**config.mk**
```make
export PLATFORM = sky130hd
export DESIGN_NAME = pipe_stage_reg
export DESIGN_NICKNAME = d
export VERILOG_FILES = /design/src/rtl/pipe_pkg.sv /design/src/rtl/pipe_stage_reg.sv
export SDC_FILE = /design/constraint.sdc
export NUM_CORES = 1
export LEC_CHECK = 0
export CORE_AREA = 2 2 82 162
export CTS_CLUSTER_DIAMETER = 50
export DETAILED_ROUTE_END_ITERATION = 7
export DIE_AREA = 0 0 84 164
export PLACE_DENSITY = 0.84
export SLEW_MARGIN = 20
export SYNTH_ARGS = -nofsm -noshare
export SYNTH_HDL_FRONTEND = slang
export SYNTH_SLANG_ARGS = --single-unit
```
**constraint.sdc**
```tcl
create_clock -name clk -period 3 [get_ports clk]
set_input_delay 0.45 -clock clk [delete_from_list [all_inputs] [get_ports clk]]
set_output_delay 0.45 -clock clk [all_outputs]
set_load 0.005 [all_outputs]
```
**src/rtl/pipe_pkg.sv**
```systemverilog
// Shared definitions for the pipeline stage registers of the processor top.
package pipe_pkg;

    // Occupancy of a stage register: nothing held, main entry full, main + skid full.
    typedef enum logic [1:0] {
        StEmpty = 2'b00,
        StOne   = 2'b01,
        StTwo   = 2'b10
    } stage_state_e;

    // Bubble for instruction-carrying stages (addi x0, x0, 0), zero-extended.
    localparam logic [63:0] NopBubble = 64'h0000_0000_0000_0013;

    // Bubble for data-only stages.
    localparam logic [63:0] ZeroBubble = 64'h0;

endpackage

```
**src/rtl/pipe_stage_reg.sv**
```systemverilog
// Reusable valid/ready pipeline stage register with optional skid entry,
// synchronous flush to a bubble value and a saturating stall counter.
module pipe_stage_reg
    import pipe_pkg::*;
#(
    parameter int unsigned       DATA_W     = 64,
    parameter bit                SKID       = 1'b1,
    parameter logic [DATA_W-1:0] BUBBLE_VAL = ZeroBubble[DATA_W-1:0],
    parameter int unsigned       CNT_W      = 16
) (
    input  logic              clk,
    input  logic              rst,
    input  logic              flush,
    input  logic              in_valid,
    output logic              in_ready,
    input  logic [DATA_W-1:0] in_data,
    output logic              out_valid,
    input  logic              out_ready,
    output logic [DATA_W-1:0] out_data,
    output logic [CNT_W-1:0]  stall_cnt,
    input  logic              stall_clr
);

    localparam logic [CNT_W-1:0] CntMax = {CNT_W{1'b1}};

    stage_state_e      state_q, state_d;
    logic [DATA_W-1:0] main_q, main_d;
    logic [DATA_W-1:0] skid_q, skid_d;
    logic [CNT_W-1:0]  cnt_q, cnt_d;

    logic in_fire;
    logic out_fire;

    assign out_valid = (state_q != StEmpty);
    // main_q is forced to BUBBLE_VAL whenever the stage empties, so it can drive out_data directly.
    assign out_data  = main_q;
    assign stall_cnt = cnt_q;

    assign in_fire  = in_valid && in_ready;
    assign out_fire = out_valid && out_ready;

    // State register and the two payload entries.
    always_ff @(posedge clk) begin
        if (!rst) begin
            state_q <= StEmpty;
            main_q  <= BUBBLE_VAL;
            skid_q  <= BUBBLE_VAL;
        end else begin
            state_q <= state_d;
            main_q  <= main_d;
            skid_q  <= skid_d;
        end
    end

    // Next state and entry contents from the in/out handshakes; flush overrides everything.
    always_comb begin
        state_d = state_q;
        main_d  = main_q;
        skid_d  = skid_q;
        if (flush) begin
            state_d = StEmpty;
            main_d  = BUBBLE_VAL;
            skid_d  = BUBBLE_VAL;
        end else begin
            unique case (state_q)
                StEmpty: begin
                    if (in_fire) begin
                        state_d = StOne;
                        main_d  = in_data;
                    end
                end
                StOne: begin
                    if (in_fire && out_fire) begin
                        main_d = in_data;
                    end else if (in_fire && SKID) begin
                        state_d = StTwo;
                        skid_d  = in_data;
                    end else if (out_fire) begin
                        state_d = StEmpty;
                        main_d  = BUBBLE_VAL;
                    end
                end
                StTwo: begin
                    if (out_fire) begin
                        state_d = StOne;
                        main_d  = skid_q;
                        skid_d  = BUBBLE_VAL;
                    end
                end
                default: begin
                    state_d = StEmpty;
                    main_d  = BUBBLE_VAL;
                    skid_d  = BUBBLE_VAL;
                end
            endcase
        end
    end

    // Stall counter next value: clear wins, otherwise saturating increment.
    always_comb begin
        cnt_d = cnt_q;
        if (stall_clr) begin
            cnt_d = '0;
        end else if (out_valid && !out_ready && (cnt_q != CntMax)) begin
            cnt_d = cnt_q + 1'b1;
        end
    end

    // Stall counter register; flush deliberately leaves it alone.
    always_ff @(posedge clk) begin
        if (!rst) begin
            cnt_q <= '0;
        end else begin
            cnt_q <= cnt_d;
        end
    end

    if (SKID) begin : g_skid_ready
        logic rdy_q;

        // Registered ready: precomputed from next state so out_ready never reaches in_ready.
        always_ff @(posedge clk) begin
            if (!rst) begin
                rdy_q <= 1'b1;
            end else begin
                rdy_q <= (state_d != StTwo);
            end
        end

        assign in_ready = rdy_q;
    end else begin : g_flow_ready
        assign in_ready = (state_q == StEmpty) || out_ready;
    end

endmodule

```
==> Implementation_results.wiki <==
{| class="wikitable"
! Metric !! Value
|-
| Status || finished clean
|-
| Share of power burned in the clock network || between 40 and 50%
|-
| Clock transition at path regs || around 60 ps
|-
| Proportion of register bits with asynchronous set or reset after synthesis || 0%
|-
| I/O Buffers || 151
|-
| H-Tree Level Count || 4
|-
| Count of placed standard cells in the final layout, fillers left out || 981
|-
| Initial standard-cell utilization of the core || around 53%
|-
| Gate power share || between 10% and 20%
|-
| Most frequent cells after synthesis || sky130_fd_sc_hd__dfxtp_1 (147), sky130_fd_sc_hd__nor2_1 (133), sky130_fd_sc_hd__and2_1 (65), sky130_fd_sc_hd__mux2i_1 (65), sky130_fd_sc_hd__a22oi_1 (64)
|-
| Count of endpoints failing setup in the final report || 0
|-
| Final Skew || 10.8 ps
|-
| Buffer depth of the longest clock path || 2
|-
| Worst endpoint required time || 2550 ps
|-
| Layout net count || 889
|-
| Sequential-to-total area share from yosys stat || 44.3%
|-
| Switching Fraction || 24.9%
|-
| Vias in the first global route || 5,942
|-
| Count of mapped cells out of synthesis || 694
|-
| Area inside the core boundary || ~13,000 um^2
|-
| Crit path launch type || flop
|-
| Static leakage || 3.07 nW
|-
| Max_cap viols || 0
|-
| DR iter-0 viols || ~420
|-
| Global-route wire length before repair || 28,800 um
|-
| Clock Latency Late Sink || a little over 400 ps
|-
| Minimum clock period after layout || 2170 ps
|-
| Slew at the pin closest to its max-slew limit || between 700 and 800 ps
|-
| Diode insertion count for antenna repair || 0
|-
| Share of the synthesized area in the top cell type || about 44%
|-
| Crit Path Max Fanout || 9
|-
| Largest voltage drop on the vdd net || 0.522 mV
|-
| Number of enable-type register cells in the synthesized netlist || 0
|-
| Net Count, Synth || 765
|-
| Clock root buffer || sky130_fd_sc_hd__clkbuf_16
|-
| Num CTS Buffers || 17
|-
| X dimension of the die || 84 um
|-
| Reg power frac || 44.4%
|-
| Routed vias || 5,996
|-
| Class of the tightest hold or removal check || reg -> reg
|-
| Leading post-synthesis cells by cell area || sky130_fd_sc_hd__dfxtp_1 (44%), sky130_fd_sc_hd__mux2i_1 (9.8%), sky130_fd_sc_hd__a221o_2 (8.3%), sky130_fd_sc_hd__nor2_1 (7.5%), sky130_fd_sc_hd__a22oi_1 (7.2%)
|-
| Count of buffers added by post-CTS timing repair for setup || 0
|-
| Worst Path Class, Setup || reg -> out
|-
| Yosys reg bits || 147
|-
| Standard-cell rows || 58
|-
| Max-slew violations || 0
|-
| Vertical die dimension || 164 um
|-
| Count of yosys warnings during synthesis || 0
|-
| Area of the die || 13,800 um^2
|-
| Post-cts gate resize count || 0
|-
| Via density per instance || between 6 and 7
|-
| Unrepaired setup endpoints after global routing || no
|-
| Number of hold buffers added after CTS || 0
|-
| Post-Syn Area || around 6600 um^2
|-
| TritonCTS clock tree || done
|-
| Total internal power || between 0.003 and 0.004 W
|-
| Layout overhead on the synthesized area || 31.5%
|-
| Global placement routability congestion || slightly above 0.8
|-
| Largest net degree at the start of global routing || 67
|-
| Sinks on Clock Net || 147
|-
| Cell with the most instances after synthesis || sky130_fd_sc_hd__dfxtp_1
|-
| Final routed wire length divided by cell count || ~18 um
|-
| Synth unique cells || 45
|-
| Antenna-violating nets left || 0
|-
| Final Cycle Share || 72.3%
|-
| Endpoint type of the worst setup path || output pin
|-
| Core utilization of the finished layout || 69.6%
|-
| Initial antenna violation count || 0
|-
| Share of post-route cells with drive strength above 1 || between 10% and 20%
|-
| DRC violations left || 0
|-
| F_max || 461 MHz
|-
| Cell type contributing the most total cell area after synthesis || sky130_fd_sc_hd__dfxtp_1
|-
| Net switching power of the design || 0.00114 W
|-
| Total power consumption of the routed design || ~0.0046 W
|-
| Post-synthesis average cell area || 9.57 um^2
|-
| Setup tns final || 0 ps
|-
| I/O pin count || between 150 and 200
|-
| Hold Fails Final Rpt || 0
|-
| Relative slew margins || 51.8%
|-
| Total detailed-routing wirelength || 17,800 um
|-
| Most used flip-flop cell after synthesis || sky130_fd_sc_hd__dfxtp_1
|-
| Worst Path Arrival || 1720 ps
|-
| GR Overflow Total || 0
|-
| Detail Placement HPWL || 11,800 um
|-
| Number of instances in the placed design || roughly 950
|-
| Tot GR Track Use || between 20% and 30%
|-
| PD cells || approximately 520 nW/um^2
|-
| Total iterations of the first detailed-routing run || 5
|}
[stage by stage]
step | hold WS [ps] | area [um^2] | worst slack (ps)
floorplan | 461 | 6640 | 1310
global placement | 467 | 8160 | 665
detailed placement | 467 | 8160 | 578
CTS | 490 | 8730 | 813
global route | 497 | 8730 | 744
finish | 485 | 8730 | 830
[kinds of logic after synthesis]
family	after synthesis	share of synthesized area, %
simple gates	255	19.4
compound gates	162	21.2
flops	147	44.3
mux	65	9.79
buf+inv	62	4.86
xor+xnor	2	0.264
fa+ha+maj	1	0.188
[placed cells by master (no fill, tap or decap), types with 3 or more instances in the layout]
cell	netlist	routed
sky130_fd_sc_hd__a21oi_1	11	11
sky130_fd_sc_hd__a221o_1	15	15
sky130_fd_sc_hd__a221o_2	49	49
sky130_fd_sc_hd__a22oi_1	64	64
sky130_fd_sc_hd__and2_1	65	65
sky130_fd_sc_hd__and4_1	4	4
sky130_fd_sc_hd__buf_4	2	14
sky130_fd_sc_hd__clkbuf_16	0	17
sky130_fd_sc_hd__clkdlybuf4s50_1	0	151
sky130_fd_sc_hd__clkinv_4	0	3
sky130_fd_sc_hd__clkinvlp_4	0	5
sky130_fd_sc_hd__dfxtp_1	147	147
sky130_fd_sc_hd__inv_8	0	3
sky130_fd_sc_hd__mux2i_1	65	65
sky130_fd_sc_hd__nand2_1	9	9
sky130_fd_sc_hd__nand2b_1	4	3
sky130_fd_sc_hd__nand3_1	7	7
sky130_fd_sc_hd__nand4_1	6	6
sky130_fd_sc_hd__nor2_1	133	133
sky130_fd_sc_hd__o21ai_0	8	8
sky130_fd_sc_hd__o21bai_1	3	3
sky130_fd_sc_hd__o31ai_1	3	3
sky130_fd_sc_hd__or3_1	7	7
sky130_fd_sc_hd__or4_1	4	4
[layout make-up]
type                            instances  area, um^2
Tap cell                              150         188
Clock buffer                           17         425
Sequential cell                       147        2940
Inverter                                2        7.51
Timing Repair Buffer                  165        1620
Clock inverter                         15         150
Fill cell                             968        3820
Multi-Input combinational cell        485        3400
[power groups by stage]
stage | sequential [W] | clock, W | combinational [W]
after global routing | 0.00204 | 0.00218 | 0.000523
after CTS | 0.00203 | 0.00208 | 0.000489
after detailed placement | 0.00208 | 0 | 0.000485
final | 0.00203 | 0.00206 | 0.000488
after floorplan | 0.00207 | 0 | 0.000235
after global placement | 0.00207 | 0 | 0.000475
[state kept, by name, indices dropped and copies added (netlist names)]
signal	flops
in_ready	1
out_data	64
skid_q	64
stall_cnt	16
state_q	2
[critical path: stages, from the launching register on]
cell and delay, ps:
sky130_fd_sc_hd__dfxtp_1 600, sky130_fd_sc_hd__or2_1 190, sky130_fd_sc_hd__clkdlybuf4s50_1 520
[worst paths after layout]
path	startpoint	to	slack, ps	cells after the start
max reg2reg	state_q[1]	in_ready	1000	4
min reg2reg	out_data[10]	out_data[10]	490	1
max	state_q[1]	out_valid	830	2
min	out_data[10]	out_data[10]	490	1
[layer usage]
| metal | GRT usage [%] | vias up | wire, um | part of all wire, % |
|---|---|---|---|---|
| li1 | - | 2793 | - | - |
| met1 | 27.6 | 2928 | 6720 | 38 |
| met2 | 46.8 | 224 | 9500 | 53 |
| met3 | 4.37 | 51 | 812 | 4.6 |
| met4 | 12.7 | 0 | 746 | 4.2 |
| met5 | 0 | - | 0 | 0 |
(Power assumes the default switching activity.)
